`src/rtl/modulator_pkg.sv`:
```
// modulator_pkg: shared states, tstrb tags and default widths for the modulator frame path
package modulator_pkg;
    typedef enum logic [1:0] {IDLE = 2'd0, SYNC = 2'd1, PAYLOAD = 2'd2, ABORT = 2'd3} state_t;
    localparam logic [4:0] TSTRB_SYNC = 5'h01;
    localparam logic [4:0] TSTRB_DATA = 5'h00;
    localparam int SYNC_WIDTH_DEF = 32;
    localparam int DATA_WIDTH_DEF = 40;
    localparam int CNT_WIDTH_DEF = 8;
    localparam int STARVE_CYCLES_DEF = 1024;
endpackage

```
`src/rtl/modulator_frame_scheduler_axis_out_reg.sv`:
```
// axis_out_reg: single-stage AXI-stream output register with hold under backpressure and flush
module axis_out_reg #(
    parameter int DATA_WIDTH = 40,
    parameter int STRB_WIDTH = DATA_WIDTH / 8
) (
    input  logic                  clk,
    input  logic                  rst,
    input  logic                  flush,
    input  logic                  in_valid,
    input  logic [DATA_WIDTH-1:0] in_data,
    input  logic [STRB_WIDTH-1:0] in_tstrb,
    input  logic                  m_ready,
    output logic                  load,
    output logic                  m_valid,
    output logic [DATA_WIDTH-1:0] m_data,
    output logic [STRB_WIDTH-1:0] m_tstrb
);
    always_comb load = !m_valid || m_ready;

    always_ff @(posedge clk) begin
        if (rst) begin
            m_valid <= 1'b0;
            m_data  <= '0;
            m_tstrb <= '0;
        end else if (flush) begin
            m_valid <= 1'b0;
        end else if (in_valid) begin
            m_valid <= 1'b1;
            m_data  <= in_data;
            m_tstrb <= in_tstrb;
        end else if (m_ready) begin
            m_valid <= 1'b0;
        end
    end
endmodule

```
`src/rtl/modulator_frame_scheduler.sv`:
```
// modulator_frame_scheduler: interleaves sync and payload words into one tagged stream, aborting starved frames
module modulator_frame_scheduler
    import modulator_pkg::*;
#(
    parameter int SYNC_WIDTH    = SYNC_WIDTH_DEF,
    parameter int DATA_WIDTH    = DATA_WIDTH_DEF,
    parameter int CNT_WIDTH     = CNT_WIDTH_DEF,
    parameter int STARVE_CYCLES = STARVE_CYCLES_DEF
) (
    input  logic                    clk,
    input  logic                    rst,
    input  logic                    enable,
    input  logic [CNT_WIDTH-1:0]    cfg_words,
    input  logic                    sync_valid,
    output logic                    sync_ready,
    input  logic [SYNC_WIDTH-1:0]   sync_data,
    input  logic                    pay_valid,
    output logic                    pay_ready,
    input  logic [DATA_WIDTH-1:0]   pay_data,
    output logic                    m_valid,
    input  logic                    m_ready,
    output logic [DATA_WIDTH-1:0]   m_data,
    output logic [DATA_WIDTH/8-1:0] m_tstrb,
    output logic                    reset_mod,
    output logic [15:0]             frame_cnt,
    output logic [1:0]              st
);
    localparam int SCW = $clog2(STARVE_CYCLES);

    state_t               state;
    logic                 load, sync_acc, pay_acc, last, starved;
    logic [CNT_WIDTH-1:0] words, word_cnt;
    logic [SCW-1:0]       starve;

    always_comb begin
        sync_ready = state == SYNC && load;
        pay_ready  = state == PAYLOAD && load;
        sync_acc   = sync_ready && sync_valid;
        pay_acc    = pay_ready && pay_valid;
        last       = pay_acc && word_cnt == words - CNT_WIDTH'(1);
        starved    = state == PAYLOAD && !pay_valid && starve == SCW'(STARVE_CYCLES - 1);
        st         = state;
    end

    axis_out_reg #(.DATA_WIDTH(DATA_WIDTH)) u_out (
        .clk      (clk),
        .rst      (rst),
        .flush    (starved),
        .in_valid (sync_acc || pay_acc),
        .in_data  (sync_acc ? {{(DATA_WIDTH - SYNC_WIDTH){1'b0}}, sync_data} : pay_data),
        .in_tstrb (sync_acc ? TSTRB_SYNC : TSTRB_DATA),
        .m_ready  (m_ready),
        .load     (load),
        .m_valid  (m_valid),
        .m_data   (m_data),
        .m_tstrb  (m_tstrb)
    );

    always_ff @(posedge clk) begin
        if (rst) begin
            state     <= IDLE;
            words     <= '0;
            word_cnt  <= '0;
            starve    <= '0;
            reset_mod <= 1'b0;
            frame_cnt <= '0;
        end else begin
            case (state)
                IDLE: if (enable && sync_valid) state <= SYNC;
                SYNC: if (sync_acc) begin
                    words    <= cfg_words == '0 ? CNT_WIDTH'(1) : cfg_words;
                    word_cnt <= '0;
                    starve   <= '0;
                    state    <= PAYLOAD;
                end
                PAYLOAD: if (pay_acc) begin
                    word_cnt <= word_cnt + CNT_WIDTH'(1);
                    starve   <= '0;
                    if (last) begin
                        frame_cnt <= frame_cnt + 16'd1;
                        state     <= enable && sync_valid ? SYNC : IDLE;
                    end
                end else if (starved) begin
                    state     <= ABORT;
                    reset_mod <= 1'b1;
                end else if (!pay_valid) begin
                    starve <= starve + SCW'(1);
                end
                ABORT: begin
                    state     <= IDLE;
                    reset_mod <= 1'b0;
                    words     <= '0;
                    word_cnt  <= '0;
                    starve    <= '0;
                end
            endcase
        end
    end
endmodule

```
`config.mk`:
```
export PLATFORM = sky130hd
export DESIGN_NAME = modulator_frame_scheduler
export DESIGN_NICKNAME = d
export VERILOG_FILES = /design/src/rtl/modulator_pkg.sv /design/src/rtl/modulator_frame_scheduler_axis_out_reg.sv /design/src/rtl/modulator_frame_scheduler.sv
export SDC_FILE = /design/constraint.sdc
export NUM_CORES = 1
export LEC_CHECK = 0
export ABC_AREA = 1
export BUFFER_PORTS_ARGS = -buffer_cell sky130_fd_sc_hd__buf_2
export CAP_MARGIN = 30
export CORE_MARGIN = 1
export CORE_UTILIZATION = 47
export DETAILED_ROUTE_END_ITERATION = 7
export PLACE_DENSITY = 0.76
export SLEW_MARGIN = 20
export SYNTH_ARGS = -nofsm -noshare
export SYNTH_HDL_FRONTEND = slang
export SYNTH_HIERARCHICAL = 1
export SYNTH_SLANG_ARGS = --single-unit
```
`constraint.sdc`:
```
create_clock -name clk -period 1.75 [get_ports clk]
set_input_delay 0.175 -clock clk [delete_from_list [all_inputs] [get_ports clk]]
set_output_delay 0.175 -clock clk [all_outputs]
set_load 0.05 [all_outputs]
```
Word-level counts from Yosys, hierarchy flattened
Cells that the tools add are included.
{"block": "word_totals", "word_cells": 79, "in_bits": 86, "reg_bits": 91}
{"block": "op_classes", "mux": 25, "bitwise": 1, "n_eq_ne": 14, "n_addsub": 4, "reduce_logical": 26}
{"op": "$mux 10", "count": 4}
{"op": "$mux 40", "count": 1}
{"op": "$mux 8", "count": 4}
{"op": "$pmux 10 s3", "count": 1}
{"op": "$pmux 8 s3", "count": 1}
{"op": "$add 16x1->16 const B", "count": 1}
{"op": "$pmux 8 s2", "count": 1}
{"op": "$ne 3x3->1 const B", "count": 4}
{"op": "$add 10x1->10 const B", "count": 1}
{"op": "$eq 10x10->1 const B", "count": 1}
{"op": "$mux 2", "count": 5}
{"op": "$ne 2x2->1 const B", "count": 5}
{"op": "$reduce_and 3->1", "count": 3}
{"op": "$add 8x1->8 const B", "count": 1}
{"op": "$eq 8x8->1", "count": 1}
{"op": "$logic_and 1x1->1", "count": 8}
{"op": "$logic_not 8->1", "count": 1}
{"op": "$pmux 2 s4", "count": 1}
{"op": "$reduce_and 4->1", "count": 2}
{"op": "$sub 8x1->8 const B", "count": 1}
{"op": "$mux 1", "count": 6}
{"op": "$reduce_bool 2->1", "count": 3}
{"op": "$eq 2x2->1 const B", "count": 2}
{"op": "$reduce_and 2->1", "count": 2}
{"op": "other kinds (8)", "count": 10}

Depth between registers and ports, before layout
Gate-level depths: netlist of run 1.
{"block": "logic_depth", "depth_word": 8, "mapped_depth": 13}

Hierarchy
The synthesis of run 1 kept the hierarchy.
{"module": "modulator_frame_scheduler", "cells_per_inst": 526, "area_per_inst_um2": 3140.5, "seq_area_each_um2": 900.9, "instances": 1}
{"module": "axis_out_reg", "cells_per_inst": 296, "area_per_inst_um2": 2082.0, "seq_area_each_um2": 920.9, "instances": 1}

Worst setup path before layout of run 1
Ideal clock, no wire load.
{"block": "synth_path", "path_kind": "flip-flop to flip-flop", "from": "register state[1], in the netlist st[1]", "to": "register word_cnt[5]", "synth_period_minus_slack_ps": 2205, "n_path_buf": 1, "setup_ps": 122, "t_required_ps": 1628, "path_slack_ps": -455, "stages_incl_launch_ff": 11, "arrival_time_ps": 2084, "path_cell_list": "dfxtp_1 nand2_2 nor2_4 nand2_2 nand2_2 nand3b_1 buf_6 nor2_4 nand2_1 nor3_1 nor3b_2"}
{"block": "synth_between", "elab_chain_len": 5}
{"element": "start: declaration", "line_no": "modulator_frame_scheduler.sv:30", "rtl": "state_t state;"}
{"element": "start signal: assignment", "line_no": "modulator_frame_scheduler.sv:81", "rtl": "state <= enable && sync_valid ? SYNC : IDLE;"}
{"element": "$eq 2x2->1", "line_no": "modulator_frame_scheduler.sv:37", "rtl": "pay_ready = state == PAYLOAD && load;"}
{"element": "$logic_and 1x1->1", "line_no": "modulator_frame_scheduler.sv:37"}
{"element": "named net pay_ready", "line_no": "modulator_frame_scheduler.sv:18", "rtl": "output logic pay_ready,"}
{"element": "$logic_and 1x1->1", "line_no": "modulator_frame_scheduler.sv:39", "rtl": "pay_acc = pay_ready && pay_valid;"}
{"element": "$ne 2x2->1 (no source line)"}
{"element": "$reduce_and 3->1 (no source line)"}
{"element": "end signal: assignment", "line_no": "modulator_frame_scheduler.sv:77", "rtl": "word_cnt <= word_cnt + CNT_WIDTH'(1);"}
{"element": "end: declaration", "line_no": "modulator_frame_scheduler.sv:32", "rtl": "logic [CNT_WIDTH-1:0] words, word_cnt;"}
The timed path passes the listed nets, and every way through them passes these cells.
A chain may end at the register's enable or synchronous reset.

Worst setup path after layout of run 1
{"block": "layout_path", "from": "register words[0]", "to": "register frame_cnt[9]"}
{"block": "layout_between", "elab_chain_len": 4}
{"element": "start: declaration", "line_no": "modulator_frame_scheduler.sv:32"}
{"element": "start signal: assignment", "line_no": "modulator_frame_scheduler.sv:71", "rtl": "words <= cfg_words == '0 ? CNT_WIDTH'(1) : cfg_words;"}
{"element": "$sub 8x1->8", "line_no": "modulator_frame_scheduler.sv:40", "rtl": "last = pay_acc && word_cnt == words - CNT_WIDTH'(1);"}
{"element": "$eq 8x8->1", "line_no": "modulator_frame_scheduler.sv:40"}
{"element": "$logic_and 1x1->1", "line_no": "modulator_frame_scheduler.sv:40"}
{"element": "$reduce_and 3->1 (no source line)"}
{"element": "end signal: assignment", "line_no": "modulator_frame_scheduler.sv:80", "rtl": "frame_cnt <= frame_cnt + 16'd1;"}
{"element": "end: declaration", "line_no": "modulator_frame_scheduler.sv:25", "rtl": "output logic [15:0] frame_cnt,"}
No other way between the ends.

==> run metrics, run 1 <==
status finished, violations left; failing checks setup timing; most common cell in the netlist nand2_1; Final HPWL DP 9200 um; first-pass GRT wire length 23300 um; std cell rows 38; highest routed layer met4; Post-route DRC 0; met1 wire length 6230 um; Final GP Congestion 0.863; pin count of the biggest net entering global routing 47; Max VDD drop 978 uV; # diodes 0; number of enable flip-flop cells after synthesis 0; clock root cell clkbuf_8; CTS clk-pin slew, worst paths 0.09 ns; register area 0.00184 mm2; die area 0.0115 mm2; PwrDens 1390 mW/mm2; Crit path top cell by count nand2_1; CP endpoint kind flop; top cells by count, synth 258 x nand2_1, 120 x nor2_1, 96 x inv_1; Final Power 10.1 mW; Initial DRC Count 203; worst hold slack 0.0688 ns; Ports 153; crit path max fanout 7; Crit-path slowest cell dfxtp_2; GRT Overall Usage 0.254; max_cap viols 0; H-Tree Depth 3; Crit path largest cell delay 0.35 ns; filler instances 1026; Num CTS Buffers 9; Mapped Avg Cell Area 6.35 um2; Final Critical Period 1.77 ns; worst skew pair latency 0.36 ns; final period utilization 1.01; Yosys Warn Count 6; area of the mapped netlist 0.00522 mm2; Leak 3.54 nW; Netlist cell types 34; # port buffers 152; core area 0.0108 mm2; Crit Path Class flop to flop; Worst Hold Class input port to flop; Die W 107 um; Met3 Wirelength 877 um; max frequency 565 MHz; Die Height 107 um; Fin Clk Skew 0.00931 ns; routed vias 5759; final hold viol count 0; starting density of the core 0.482; RSZ-0062 raised after global routing true; Top FF cell, synth dfxtp_1; max-slew violations 0; CTS sink count 91; Final ANT Viol Nets 0; global route overflow 0; CP cell instances inv_2 > ha_4 > or2_1 > nand2_1 > nand2_1 > nand2_1 > nand3_2 > nor2_4 > buf_12 > buf_6 > nand4_1 > a21oi_2; initial antenna violation count 0; startpoint types flop; top cells by area, synth dfxtp_1 35%, nand2_1 19%, nor2_1 8.6%; vias in the first global route 5101; CP Data Required Time 2.05 ns; post-synth top area cell dfxtp_1; P&R area growth vs syn 39.0%; WL final 14900 um; wire per inst 12.8 um; Arr. time, crit path 2.07 ns; Hold Buf Count CTS 0; DR vias/cell 4.94; post-synth top area share 0.349; Longest Clk Path Bufs 2; # setup viols final 2; post-synthesis sequential area ratio 0.349; FFs w/ async S/R, synth 0; DR pass1 iterations 5; Post-Syn Instances 822; met2 WL 7610 um; Yosys reg bits 91; CTS tree built; setup ws final -0.0192 ns; share of layout cells above drive strength 1 0.335; nets 1110; multi-input logic area 0.00319 mm2
## registers in the layout, indices dropped and copies added (netlist names)
name           flops
st                 2
u_out/m_tstrb      5
starve            10
reset_mod          1
u_out/m_valid      1
u_out/m_data      40
frame_cnt         16
words              8
word_cnt           8
## timing repair
action                                  4_1_cts  5_1_grt
setup buffers                                 9        9
pin swaps                                    10       46
resized for setup                            20       82
endpoints found under the setup margin       70       79
cloned                                        7        3
## cell usage in the layout, fill, tap and decap left out, drive strengths merged
cell type    n
nor4         2
nor2       137
clkinvlp     1
nand3b       1
a31oi        1
nand4       24
nor3        19
buf        211
a211oi       1
o21bai       1
clkbuf      12
bufinv       2
nor3b        4
or2          2
ha           4
xnor2        5
nand2      261
dfxtp       91
o21ai        9
nand3       71
xor2        14
conb         4
inv        106
a21oi       41
clkinv       1
## report_power, final
part | internal, mW | total [mW] | switching, mW | leakage, nW
sequential | 2.54 | 2.86 | 0.327 | 0.745
clock | 0.882 | 1.64 | 0.756 | 0.113
combinational | 1.80 | 5.61 | 3.80 | 2.69
total | 5.22 | 10.1 | 4.88 | 3.54
## stage by stage
| step | instance area, um2 | std cells | TNS [ns] | utilization | worst slack (ns) |
|---|---|---|---|---|---|
| after detailed placement | 6390 | 1123 | -5.72 | 0.589 | -0.154 |
| after CTS | 6860 | 1155 | -0.00555 | 0.632 | -0.00555 |
| after global placement | 6390 | 1123 | -2.58 | 0.589 | -0.0823 |
| after global routing | 7260 | 1165 | -3.63 | 0.670 | -0.124 |
| after floorplan | 5370 | 825 | -5.60 | - | -0.185 |
| final | 7260 | 1165 | -0.0381 | 0.670 | -0.0192 |
## worst paths after layout
check	from	end	slack, ns	depth (start not counted)
worst max-delay path	words[0]$_SDFFE_PP0P_	frame_cnt[9]$_SDFFE_PP0P_	-0.02	12
worst min register to register	u_out/m_data[18]$_SDFFE_PP0P_	u_out/m_data[18]$_SDFFE_PP0P_	0.48	2
worst max register to register	words[0]$_SDFFE_PP0P_	frame_cnt[9]$_SDFFE_PP0P_	-0.02	12
worst min-delay path	cfg_words[1]	words[1]$_SDFFE_PP0P_	0.07	3
## cell families after synthesis
| kind of cell | Yosys count | share of synthesized area |
|---|---|---|
| simple gates | 515 | 0.437 |
| buf+inv | 139 | 0.121 |
| flops | 91 | 0.349 |
| compound gates | 53 | 0.0520 |
| xor+xnor | 19 | 0.0319 |
| fa+ha+maj | 4 | 0.00958 |
| other cells | 1 | 0.000718 |
## layout make-up
cell class                 count  share of cell area
sequential                    91               0.253
timing repair inverter         2             0.00431
clock buffer                  12              0.0214
timing repair buffer         211               0.191
tap                          140              0.0241
clock inverter                 4              0.0100
multi-input combinational    601               0.439
inverter                     104              0.0565
## routing by layer
layer	global-route usage	vias up
met5	0	-
li1	-	2963
met3	0.0484	20
met4	0.0871	0
met1	0.311	2600
met2	0.444	176
## critical path, delay by kind of cell (launching register included)
kind / cells / cell delay, ns
adder cells (fa/ha/maj): 1 / 0.15
flip-flops: 1 / 0.35
AO/OA/AOI/OAI: 1 / 0.15
AND/OR/NAND/NOR: 7 / 0.76
buffers and inverters: 3 / 0.30
No activity file was read; power rests on OpenSTA's default activity.
==> inputs of run 2 (changes only) <==
--- a/config.mk
+++ b/config.mk
@@ -12,6 +12,7 @@
 export CORE_UTILIZATION = 47
 export DETAILED_ROUTE_END_ITERATION = 7
 export PLACE_DENSITY = 0.76
+export REMOVE_ABC_BUFFERS = 1
 export SLEW_MARGIN = 20
 export SYNTH_ARGS = -nofsm -noshare
 export SYNTH_HDL_FRONTEND = slang
==> run metrics, run 2 (synthesis gave the netlist of run 1 again) <==
Arr. time, crit path 2.08 ns (about the same); R2R cell count 11 (-1); Die Height 107 um (unchanged); routed vias 5846 (+1.5%); status finished, violations left; R2R Setup Slk -0.03 ns (about the same); most common cell after layout, fill and taps aside nand2_1; worst slack, placed -0.0841 ns (+0.0701 ns); CTS clk-pin slew, worst paths 0.09 ns (about the same); # port buffers 152 (unchanged); hold path depth 3 (unchanged); H-Tree Depth 3 (unchanged); Final HPWL DP 9750 um (+6.0%); FF-to-FF End u_out/m_data[15]$_SDFFE_PP0P_; initial antenna violation count 0 (unchanged); starting density of the core 0.482 (unchanged); first-pass GRT wire length 23000 um (-1.2%); CTS tree built; hold path startpoint cfg_words[3]; max frequency 562 MHz (-0.63%); Hold Path Sink words[3]$_SDFFE_PP0P_; Post-route DRC 0 (unchanged); Fin Clk Skew 0.0112 ns (+0.00190 ns); Num CTS Buffers 9 (unchanged); # setup viols final 17 (+15); pin count of the biggest net entering global routing 47 (unchanged); GRT Overall Usage 0.250 (-0.00421); DR pass1 iterations 7 (+2); std cell rows 38 (unchanged); max_cap viols 0 (unchanged); commonest non-fill, non-tap cells in the layout 238 x nand2_1, 151 x buf_2, 108 x nor2_1; Final Critical Period 1.78 ns (+0.0112 ns); startpoint types flop; Ports 153 (unchanged); register with the most flip-flops u_out/m_data; Leak 3.54 nW (-0.17%); DR vias/cell 4.97 (+0.56%); Die W 107 um (unchanged); max-slew violations 0 (unchanged); global route overflow 0 (unchanged); crit path max fanout 6 (-1); RSZ-0062 raised after global routing true; core area 0.0108 mm2 (unchanged); worst skew pair latency 0.37 ns (about the same); clock root cell clkbuf_8; Reg-to-Reg Start starve[1]$_SDFFE_PP0P_; Crit Path Class flop to flop; Final ANT Viol Nets 0 (unchanged); nets 1121 (+0.99%); Longest Clk Path Bufs 2 (unchanged); wire per inst 13.5 um (+5.4%); CTS sink count 91 (unchanged); final period utilization 1.02 (+0.00643); share of layout cells above drive strength 1 0.348 (+0.0138); P&R area growth vs syn 40.0%; vias in the first global route 5100 (-0.020%); failing checks setup timing; # diodes 0 (unchanged); Max VDD drop 845 uV (-14%); PwrDens 1340 mW/mm2 (-3.6%); Final GP Congestion 0.886 (+2.6%); die area 0.0115 mm2 (unchanged); Initial DRC Count 321 (+58%); final hold viol count 0 (unchanged); CP endpoint kind flop; fin util 0.675 (+0.00508); top flop regs u_out/m_data (40), frame_cnt (16), starve (10); max reg flops 40 (unchanged); setup ws final -0.0304 ns (-0.0112 ns); worst hold slack 0.0688 ns (-0.0000136 ns); CP Data Required Time 2.05 ns (about the same); Worst Hold Class input port to flop; WL final 15900 um (+6.4%); Hold Buf Count CTS 0 (unchanged)
## run 2: cell count changes in the layout (fill, tap and decap cells not counted), moves of 3 or more
cell	delta
nand3_2	+13
nand3_1	-13
nor2_1	+7
clkinvlp_4	+3
nand2_2	+7
nand2_1	-6
buf_4	+11
nor2_4	-11
nor2_2	+5
## run 2: metrics by stage
stage	area, um2	power [mW]	cells	TNS, ns
6_report	7310	9.82	1176	-0.141
5_1_grt	7310	10.4	1176	-7.77
4_1_cts	6680	9.27	1153	0
3_5_place_dp	6370	7.82	1132	-2.55
3_3_place_gp	6370	7.78	1132	-0.411
2_1_floorplan	5000	6.29	790	-100.79
## run 2: cell type report
| class | count | area (um2) |
|---|---|---|
| clock buffer | 13 | 159 |
| timing repair buffer | 218 | 1440 |
| inverter | 104 | 423 |
| tap | 140 | 175 |
| sequential | 91 | 1830 |
| timing repair inverter | 6 | 96.3 |
| multi-input combinational | 601 | 3170 |
| fill | 1001 | 3530 |
| clock inverter | 3 | 22.5 |
## run 2: worst max-delay path, cell delays in order, from the launching register on
cell	delay, ns
dfxtp_2	0.36
ha_4	0.15
nand2_4	0.06
nor2_4	0.11
nand4_1	0.16
nor2_1	0.17
buf_6	0.18
buf_12	0.21
clkinv_16	0.09
nand3_2	0.07
nand2_1	0.05
nor2_1	0.10
## run 2: repair_timing
action / in CTS / in global routing
pin swaps: 3 / 57
resized for setup: 18 / 100
buffers inserted: 2 / 13
setup endpoints to repair: 62 / 77
gates cloned: 3 / 11
## run 2: how the worst max path moves through the flow
stage / from / end / slack (ns) / cells after the start
finish: starve[1]$_SDFFE_PP0P_ / u_out/m_data[15]$_SDFFE_PP0P_ / -0.03 / 11
global route: starve[7]$_SDFFE_PP0P_ / u_out/m_data[15]$_SDFFE_PP0P_ / -0.16 / 10
CTS: words[1]$_SDFFE_PP0P_ / frame_cnt[3]$_SDFFE_PP0P_ / 0.005 / 12
detailed placement: starve[0]$_SDFFE_PP0P_ / u_out/m_data[13]$_SDFFE_PP0P_ / -0.08 / 9
global placement: starve[0]$_SDFFE_PP0P_ / u_out/m_data[6]$_SDFFE_PP0P_ / -0.04 / 9
floorplan: st[0]$_SDFFE_PP0P_ / u_out/m_data[13]$_SDFFE_PP0P_ / -1.60 / 8
## run 2: routing by layer
layer	routed length, um	track usage	part of all wire
met5	0	0	0
met4	432	0.0861	0.027
met3	1030	0.0533	0.065
met2	8010	0.444	0.50
met1	6430	0.296	0.40
## run 2: power by group
part	switching (mW)	total [mW]	internal, mW
combinational	3.85	5.64	1.79
clock	0.762	1.36	0.596
sequential	0.289	2.82	2.53
==> inputs of run 3 (changes only) <==
--- a/config.mk
+++ b/config.mk
@@ -9,9 +9,9 @@
 export BUFFER_PORTS_ARGS = -buffer_cell sky130_fd_sc_hd__buf_2
 export CAP_MARGIN = 30
 export CORE_MARGIN = 1
-export CORE_UTILIZATION = 47
+export CORE_UTILIZATION = 57
 export DETAILED_ROUTE_END_ITERATION = 7
-export PLACE_DENSITY = 0.76
+export PLACE_DENSITY = 0.87
 export REMOVE_ABC_BUFFERS = 1
 export SLEW_MARGIN = 20
 export SYNTH_ARGS = -nofsm -noshare
==> constraint.sdc (replaced) <==
create_clock -name clk -period 2.14 [get_ports clk]
set_input_delay 0.214 -clock clk [delete_from_list [all_inputs] [get_ports clk]]
set_output_delay 0.214 -clock clk [all_outputs]
set_load 0.05 [all_outputs]
==> run metrics, run 3 (synthesis gave the netlist of run 1 again) <==
most common cell after layout, fill and taps aside nand2_1; Final Critical Period 1.96 ns (+0.179 ns); share of layout cells above drive strength 1 0.231 (-0.117); R2R cell count 9 (-2); critical path launch point starve[0]$_SDFFE_PP0P_; Final Power 7.18 mW (-27%); H-Tree Depth 3 (unchanged); Initial DRC Count 288 (-10%); postcts setup bufs 0 (-2); Fin Clk Skew 0.00878 ns (-0.00243 ns); PwrDens 1150 mW/mm2 (-14%); design area 0.00622 mm2 (-15%); R2R Setup Slk 0.18 ns (+0.21 ns); failing checks DRC; worst slack, placed 0.115 ns (+0.199 ns); Max VDD drop 720 uV (-15%); Final GP Congestion 0.855 (-3.5%); Worst Hold Class input port to flop; setup_tns 0 ns (+0.141 ns); max-slew violations 0 (unchanged); Longest Clk Path Bufs 2 (unchanged); RSZ-0062 raised after global routing false; hold path depth 3 (unchanged); initial antenna violation count 2 (+2); Leak 3.12 nW (-12%); DR pass1 iterations 7 (unchanged); max_cap viols 0 (unchanged); WL final 13000 um (-18%); max frequency 510 MHz (-9.2%); clock root cell clkbuf_8; CP endpoint kind flop; starting density of the core 0.593 (+0.111); Post-route DRC 8 (+8); P&R area growth vs syn 19.1%; routed vias 5476 (-6.3%); pin count of the biggest net entering global routing 47 (unchanged); FF-to-FF End u_out/m_data[17]$_SDFFE_PP0P_; Ports 153 (unchanged); Crit path largest cell delay 0.51 ns (+0.15 ns); startpoint types flop; final hold viol count 0 (unchanged); top flop regs u_out/m_data (40), frame_cnt (16), starve (10); die area 0.00955 mm2 (-17%); DR vias/cell 5.06 (+1.8%); Slew HR 0.469; CTS tree built; DP Area 0.00600 mm2 (-5.8%); status finished, violations left; core area 0.00881 mm2 (-19%); Arr. time, crit path 2.26 ns (+0.18 ns); max reg flops 40 (unchanged); Final ANT Viol Nets 0 (unchanged); Final HPWL DP 9300 um (-4.6%); worst skew pair latency 0.36 ns (about the same); Reg-to-Reg Start starve[0]$_SDFFE_PP0P_; setup ws final 0.180 ns (+0.211 ns); Num CTS Buffers 9 (unchanged); Die Height 97.7 um (-9.0%); dpl cells 1064 (-6.0%); global route overflow 0 (unchanged); register with the most flip-flops u_out/m_data; # setup viols final 0 (-17); # port buffers 152 (unchanged); Crit path max-delay family simple AND/OR/NAND/NOR gates; Die W 97.7 um (-9.0%); fin util 0.707 (+0.0320); worst hold slack 0.112 ns (+0.0433 ns); vias in the first global route 4869 (-4.5%); nets 1058 (-5.6%); crit path max fanout 45 (+39); Crit path depth 9 (-2); Crit-path slowest cell nor2_8; wire per inst 12.0 um (-11%); Worst Tran Pin Value 0.796 ns; Crit Path Class flop to flop; final period utilization 0.916 (-0.102); commonest non-fill, non-tap cells in the layout 256 x nand2_1, 152 x buf_2, 119 x nor2_1; Final Non-Filler Cells 1082 (-8.0%); CP Data Required Time 2.44 ns (+0.39 ns); CP cell instances ha_1 > nand2_1 > nor2_2 > nand4_1 > nor2_1 > buf_4 > nor2_8 > nor2_1 > nor2_2; CTS clk-pin slew, worst paths 0.10 ns (about the same); GRT Overall Usage 0.273 (+0.0233); first-pass GRT wire length 21500 um (-6.6%); std cell rows 34 (-11%); Worst Setup EP u_out/m_data[17]$_SDFFE_PP0P_; CP Buf/Inv Count 1 (-2); CTS sink count 91 (unchanged)
[run 3: cell count changes in the layout (fill, tap and decap cells not counted), sizes merged]
cell      change
buf          -51
clkbuf        -4
clkinv        -1
clkinvlp      -1
diode         +1
inv           -1
nand3         +1
nor2          -6
[run 3: area by class of cell]
cell class | instances | area [um2]
Sequential cell | 91 | 1820
Timing Repair Buffer | 166 | 870
Clock buffer | 10 | 138
Multi-Input combinational cell | 596 | 2810
Inverter | 104 | 395
Fill cell | 787 | 2580
Antenna cell | 1 | 2.50
Tap cell | 108 | 135
Clock inverter | 6 | 48.8
[run 3: worst min-delay path by stage]
stage                                  startpoint                            end  slack, ns
detailed placement         reset_mod$_SDFFE_PP0P_         reset_mod$_SDFFE_PP0P_       0.46
CTS                                  cfg_words[7]          words[7]$_SDFFE_PP0P_        0.1
global placement    u_out/m_data[28]$_SDFFE_PP0P_  u_out/m_data[28]$_SDFFE_PP0P_       0.46
floorplan                                     rst      frame_cnt[0]$_SDFFE_PP0P_       0.28
finish                               cfg_words[7]          words[7]$_SDFFE_PP0P_       0.11
global route                         cfg_words[6]          words[6]$_SDFFE_PP0P_       0.11
[run 3: routing by layer]
layer | global-route usage | part of all wire
met2 | 0.451 | 0.47
met1 | 0.337 | 0.44
met4 | 0.115 | 0.022
met3 | 0.0727 | 0.071
met5 | 0 | 0
[run 3: tightest hold or removal path, stage by stage]
cell and delay [ns]:
buf_2 0.10, nand2_1 0.06, a21oi_1 0.06
[run 3: what timing repair did]
action,CTS,global route
hold buffers,0,0
resized for setup,0,7
setup endpoints to repair,0,60
[run 3: power breakdown]
group          total [mW]  switching [mW]  internal (mW)
clock                1.10           0.639          0.464
sequential           2.26           0.198           2.06
combinational        3.82            2.81           1.00
